===== config.mk =====
export PLATFORM = sky130hd
export DESIGN_NAME = fifo_stream_reader
export DESIGN_NICKNAME = d
export VERILOG_FILES = /design/src/rtl/fifo_stream_reader.sv
export SDC_FILE = /design/constraint.sdc
export NUM_CORES = 1
export LEC_CHECK = 0
export CORE_MARGIN = 2
export CORE_UTILIZATION = 53
export DETAILED_ROUTE_END_ITERATION = 12
export PLACE_DENSITY = 0.89
export SYNTH_ARGS = -nofsm -noshare
export SYNTH_HDL_FRONTEND = slang
export SYNTH_SLANG_ARGS = --single-unit

===== constraint.sdc =====
create_clock -name clk -period 4 [get_ports clk]
set_input_delay 0.6 -clock clk [delete_from_list [all_inputs] [get_ports clk]]
set_output_delay 0.6 -clock clk [all_outputs]
set_load 0.1 [all_outputs]

===== src/rtl/fifo_stream_reader.sv =====
// fifo_stream_reader
//   Read-side consumer for the dual-clock FIFO; runs entirely in the read
//   clock domain. Issues FIFO pops, absorbs the 1-cycle FIFO read latency
//   with a 2-entry skid buffer, and presents words on a valid/ready stream
//   grouped into PKT_LEN-word frames marked by m_last.
//
//   Ports
//     clk        in   read-domain clock (FIFO r_clk)
//     rst        in   asynchronous active-low reset
//     enable     in   allow new FIFO reads
//     fifo_data  in   FIFO read data, valid the cycle after fifo_r_en
//     fifo_empty in   FIFO empty flag
//     fifo_r_en  out  FIFO read enable / pop
//     m_data     out  stream data (skid buffer head)
//     m_valid    out  stream valid
//     m_ready    in   stream ready
//     m_last     out  last word of frame
//     busy       out  words buffered or a read in flight
//     word_cnt   out  accepted words     (FIFO_STREAM_READER_STATS_EN only)
//     frame_cnt  out  accepted frames    (FIFO_STREAM_READER_STATS_EN only)
//
//   Optional build macro: FIFO_STREAM_READER_STATS_EN adds the statistics
//   counters and their output ports.
module fifo_stream_reader #(
    parameter int unsigned DATA_WIDTH = 8,
    parameter int unsigned PKT_LEN    = 4,
    parameter int unsigned CNT_W      = 8
) (
    input  logic                  clk,
    input  logic                  rst,
    input  logic                  enable,
    input  logic [DATA_WIDTH-1:0] fifo_data,
    input  logic                  fifo_empty,
    output logic                  fifo_r_en,
    output logic [DATA_WIDTH-1:0] m_data,
    output logic                  m_valid,
    input  logic                  m_ready,
    output logic                  m_last,
    output logic                  busy
`ifdef FIFO_STREAM_READER_STATS_EN
    ,
    output logic [31:0]           word_cnt,
    output logic [15:0]           frame_cnt
`endif
);

    localparam logic [CNT_W-1:0] LAST_IDX = CNT_W'(PKT_LEN - 1);

    logic [1:0]            occ_q, occ_d;
    logic                  inflight_q;
    logic [DATA_WIDTH-1:0] head_q, head_d;
    logic [DATA_WIDTH-1:0] tail_q, tail_d;
    logic [CNT_W-1:0]      idx_q, idx_d;
    logic                  pop;
    logic [1:0]            level;
    logic [1:0]            occ_after_pop;

    assign m_valid = (occ_q != 2'd0);
    assign m_data  = head_q;
    assign pop     = m_valid & m_ready;
    assign m_last  = m_valid & (idx_q == LAST_IDX);
    assign busy    = (occ_q != 2'd0) | inflight_q;

    // occ + inflight never exceeds 2, and pop implies occ >= 1, so this
    // 2-bit sum neither overflows nor underflows.
    assign level         = occ_q + {1'b0, inflight_q} - {1'b0, pop};
    assign occ_after_pop = occ_q - {1'b0, pop};

    // Gated by rst so no pop reaches the FIFO while reset is held.
    assign fifo_r_en = rst & enable & ~fifo_empty & (level < 2'd2);

    always_comb begin
        head_d = head_q;
        tail_d = tail_q;
        idx_d  = idx_q;
        occ_d  = level;
        // Pop shifts the tail forward; the capture below lands in the first
        // free slot after that shift, so capture-with-pop needs no special case.
        if (pop) begin
            head_d = tail_q;
            if (idx_q == LAST_IDX) begin
                idx_d = '0;
            end else begin
                idx_d = idx_q + 1'b1;
            end
        end
        if (inflight_q) begin
            if (occ_after_pop == 2'd0) begin
                head_d = fifo_data;
            end else begin
                tail_d = fifo_data;
            end
        end
    end

    always_ff @(posedge clk or negedge rst) begin
        if (!rst) begin
            occ_q      <= '0;
            inflight_q <= 1'b0;
            head_q     <= '0;
            tail_q     <= '0;
            idx_q      <= '0;
        end else begin
            occ_q      <= occ_d;
            inflight_q <= fifo_r_en;
            head_q     <= head_d;
            tail_q     <= tail_d;
            idx_q      <= idx_d;
        end
    end

`ifdef FIFO_STREAM_READER_STATS_EN
    logic [31:0] word_cnt_q;
    logic [15:0] frame_cnt_q;

    always_ff @(posedge clk or negedge rst) begin
        if (!rst) begin
            word_cnt_q  <= '0;
            frame_cnt_q <= '0;
        end else if (pop) begin
            word_cnt_q <= word_cnt_q + 32'd1;
            if (m_last) begin
                frame_cnt_q <= frame_cnt_q + 16'd1;
            end
        end
    end

    assign word_cnt  = word_cnt_q;
    assign frame_cnt = frame_cnt_q;
`endif

endmodule

==> impl_metrics.tcl <==
set metrics [dict create \
    critPathRequiredTime_ns 3.40 \
    dr_total_vias 918 \
    final_net_count 147 \
    tightest_slew_ns 0.976 \
    netlist_instances 105 \
    end_kind "primary output" \
    port_buffers 24 \
    grt_remaining_overflow 0 \
    crit_type "in -> out" \
    path_buf_inv 3 \
    holdWs_ns 0.501 \
    setup_violations 0 \
    cpPeakStageDelay_ns 0.54 \
    regArea_sq_um 676 \
    grt_pass1_wl_mm 4.24 \
    ys_ff_latch 27 \
    drc 0 \
    rsz0062_at_grt "no" \
    post-cts-setup-buffer-count 0 \
    htree_levels 1 \
    worst_setup_path_start_kind "input port" \
    maxCapViolCount 0 \
    fill_cells 169 \
    synth_area_leader_cell "dfrtp_1" \
    synthTopCellsByCount "27 x dfrtp_1, 15 x nand2_1, 9 x a21oi_1" \
    synth_area_sq_um 1230 \
    critPathTopFamily "buffers and inverters" \
    ys_warn_count 0 \
    cp_max_fo 13 \
    antenna_found_initial 0 \
    ys_async_sr_fraction_pct 100 \
    clk_latency_ns 0.33 \
    antennaDiodeCount 0 \
    worstPathArrival_ns 2.45 \
    grt.total_usage_pct 21.5 \
    synth.area.top_cells "dfrtp_1 55%, mux2_2 7.3%, a2bb2oi_1 5.7%" \
    synth_cell_type_count 27 \
    synth.most_common_cell "dfrtp_1" \
    highest_layer "met4" \
    synth.net_count 120 \
    syn2layout_area_growth_pct 25.6 \
    cts_sinks 27 \
    max-slew-margin-rel_pct 34.7 \
    slowest_stage "clkdlybuf4s50_1" \
    hpwl_mm 1.76 \
    grt_max_degree 29 \
    clkSlewWorstSetupHoldPaths_ns 0.14 \
    die_x_microns 52.1 \
    synth-main-ff-cell "dfrtp_1" \
    yosysSeqAreaShare_pct 55.1 \
    drtIter0Drc 6 \
    die-area_sq_um 2710 \
    crit_top_cell "xnor2_1" \
    antenna_left 0 \
    wl_met2_mm 1.25 \
    yosys.area.top_type_share_pct 55.1 \
    start_util_pct 56.0 \
    min_path_type "reg -> reg" \
    post-route-period-util_pct 76.2 \
    fin_setup_tns_ns 0 \
    globalplace.congestion 0.745 \
    hold_viol_final 0 \
    core.rowCount 17 \
    status "finished, final reports clean" \
    syn-mean-instance-area_sq_um 11.7 \
    drv_slew 0 \
    firstDrtPassIters 4 \
    wirelength_mm 2.42 \
    clk_path_buf_depth 2 \
    drive_gt1_share_pct 18.3 \
    viasPerCell 5.77 \
    multiInputGateArea_sq_um 537 \
    clock.fmax_mhz 328 \
    ioPinCount 25 \
    core_area_sq_um 2190 \
    cts_inserted_buffers 3 \
    synth-edff-count 0 \
    dr_wl_met3_microns 105 \
    die_h_microns 52.1 \
    cp_cell_sequence "clkdlybuf4s50_1 -> o21ai_0 -> buf_4 -> xnor2_1 -> ha_1 -> xnor2_1 -> nor3_2 -> buf_12" \
    post-route-min-period_ns 3.05 \
    wl_per_cell_microns 15.2 \
    wl_met1_mm 1.04 \
    grt_pass1_vias 957 \
    postCtsHoldBufs 0 \
    cts_tree "yes" \
    cts_root_buffer "clkbuf_4" \
    cts_resized 0 \
    finClkSkew_ns 0.00819 \
]
## worst paths after layout
| kind | start | end | slack [ns] | cells after the start |
|---|---|---|---|---|
| min in group asynchronous | rst | tail_q[2] | 0.62 | 2 |
| setup / recovery | m_ready | fifo_r_en | 0.95 | 8 |
| hold / removal | idx_q[7] | idx_q[7] | 0.50 | 1 |
| max in group asynchronous | rst | m_data[2] | 3.13 | 2 |
| hold reg to reg | idx_q[7] | idx_q[7] | 0.50 | 1 |
| setup reg to reg | occ_q[1] | inflight_q | 2.23 | 6 |
## flip-flops by register name (all words and copies together) (netlist names)
register / flops
occ_q: 2
idx_q: 8
inflight_q: 1
m_data: 8
tail_q: 8
## stage by stage
| step | setup WS (ns) | cell area, sq um | util, % | std cells |
|---|---|---|---|---|
| 3_3_place_gp | 1.06 | 1510 | 68.9 | 155 |
| 2_1_floorplan | 0.726 | 1230 | - | 105 |
| 4_1_cts | 0.972 | 1540 | 70.3 | 159 |
| 3_5_place_dp | 0.985 | 1510 | 68.9 | 155 |
| 6_report | 0.951 | 1540 | 70.3 | 159 |
| 5_1_grt | 0.875 | 1540 | 70.3 | 159 |
## final cells by class
class / instances / area share, %
flip-flops and latches: 27 / 43.9
multi-input cells: 74 / 34.8
repair buffers: 26 / 17.1
well taps: 28 / 2.27
clock buffers: 3 / 1.46
clock inverters: 1 / 0.487
## cells in the final DEF (no fill, tap or decap), types with 2 or more instances in the layout
| cell | count |
|---|---|
| a2bb2oi_1 | 8 |
| nand4_1 | 2 |
| nor3_1 | 2 |
| buf_4 | 3 |
| mux2_2 | 8 |
| clkdlybuf4s50_1 | 22 |
| xnor2_1 | 7 |
| a21oi_1 | 9 |
| nand3_1 | 3 |
| a21o_1 | 2 |
| ha_1 | 2 |
| dfrtp_1 | 27 |
| clkbuf_4 | 3 |
| nor2_1 | 2 |
| nand2_1 | 15 |
## logic make-up (layout without fill, tap and decap cells)
group / Yosys count / in the layout / share of synthesized area (%)
compound gates: 22 / 22 / 12.3
mux: 8 / 8 / 7.35
fa+ha+maj: 2 / 2 / 2.04
simple gates: 35 / 35 / 16.6
flops: 27 / 27 / 55.1
buf+inv: 4 / 30 / 1.53
xor+xnor: 7 / 7 / 5.00
## routing by layer
layer  track usage (%)  up-vias
met2              37.3       26
met1              26.3      458
met5                 0        -
met4              8.33        0
li1                  -      430
met3              4.02        4
Power is not shown: default switching activity piles up to over one toggle a cycle in this logic, so the estimate is an artifact.
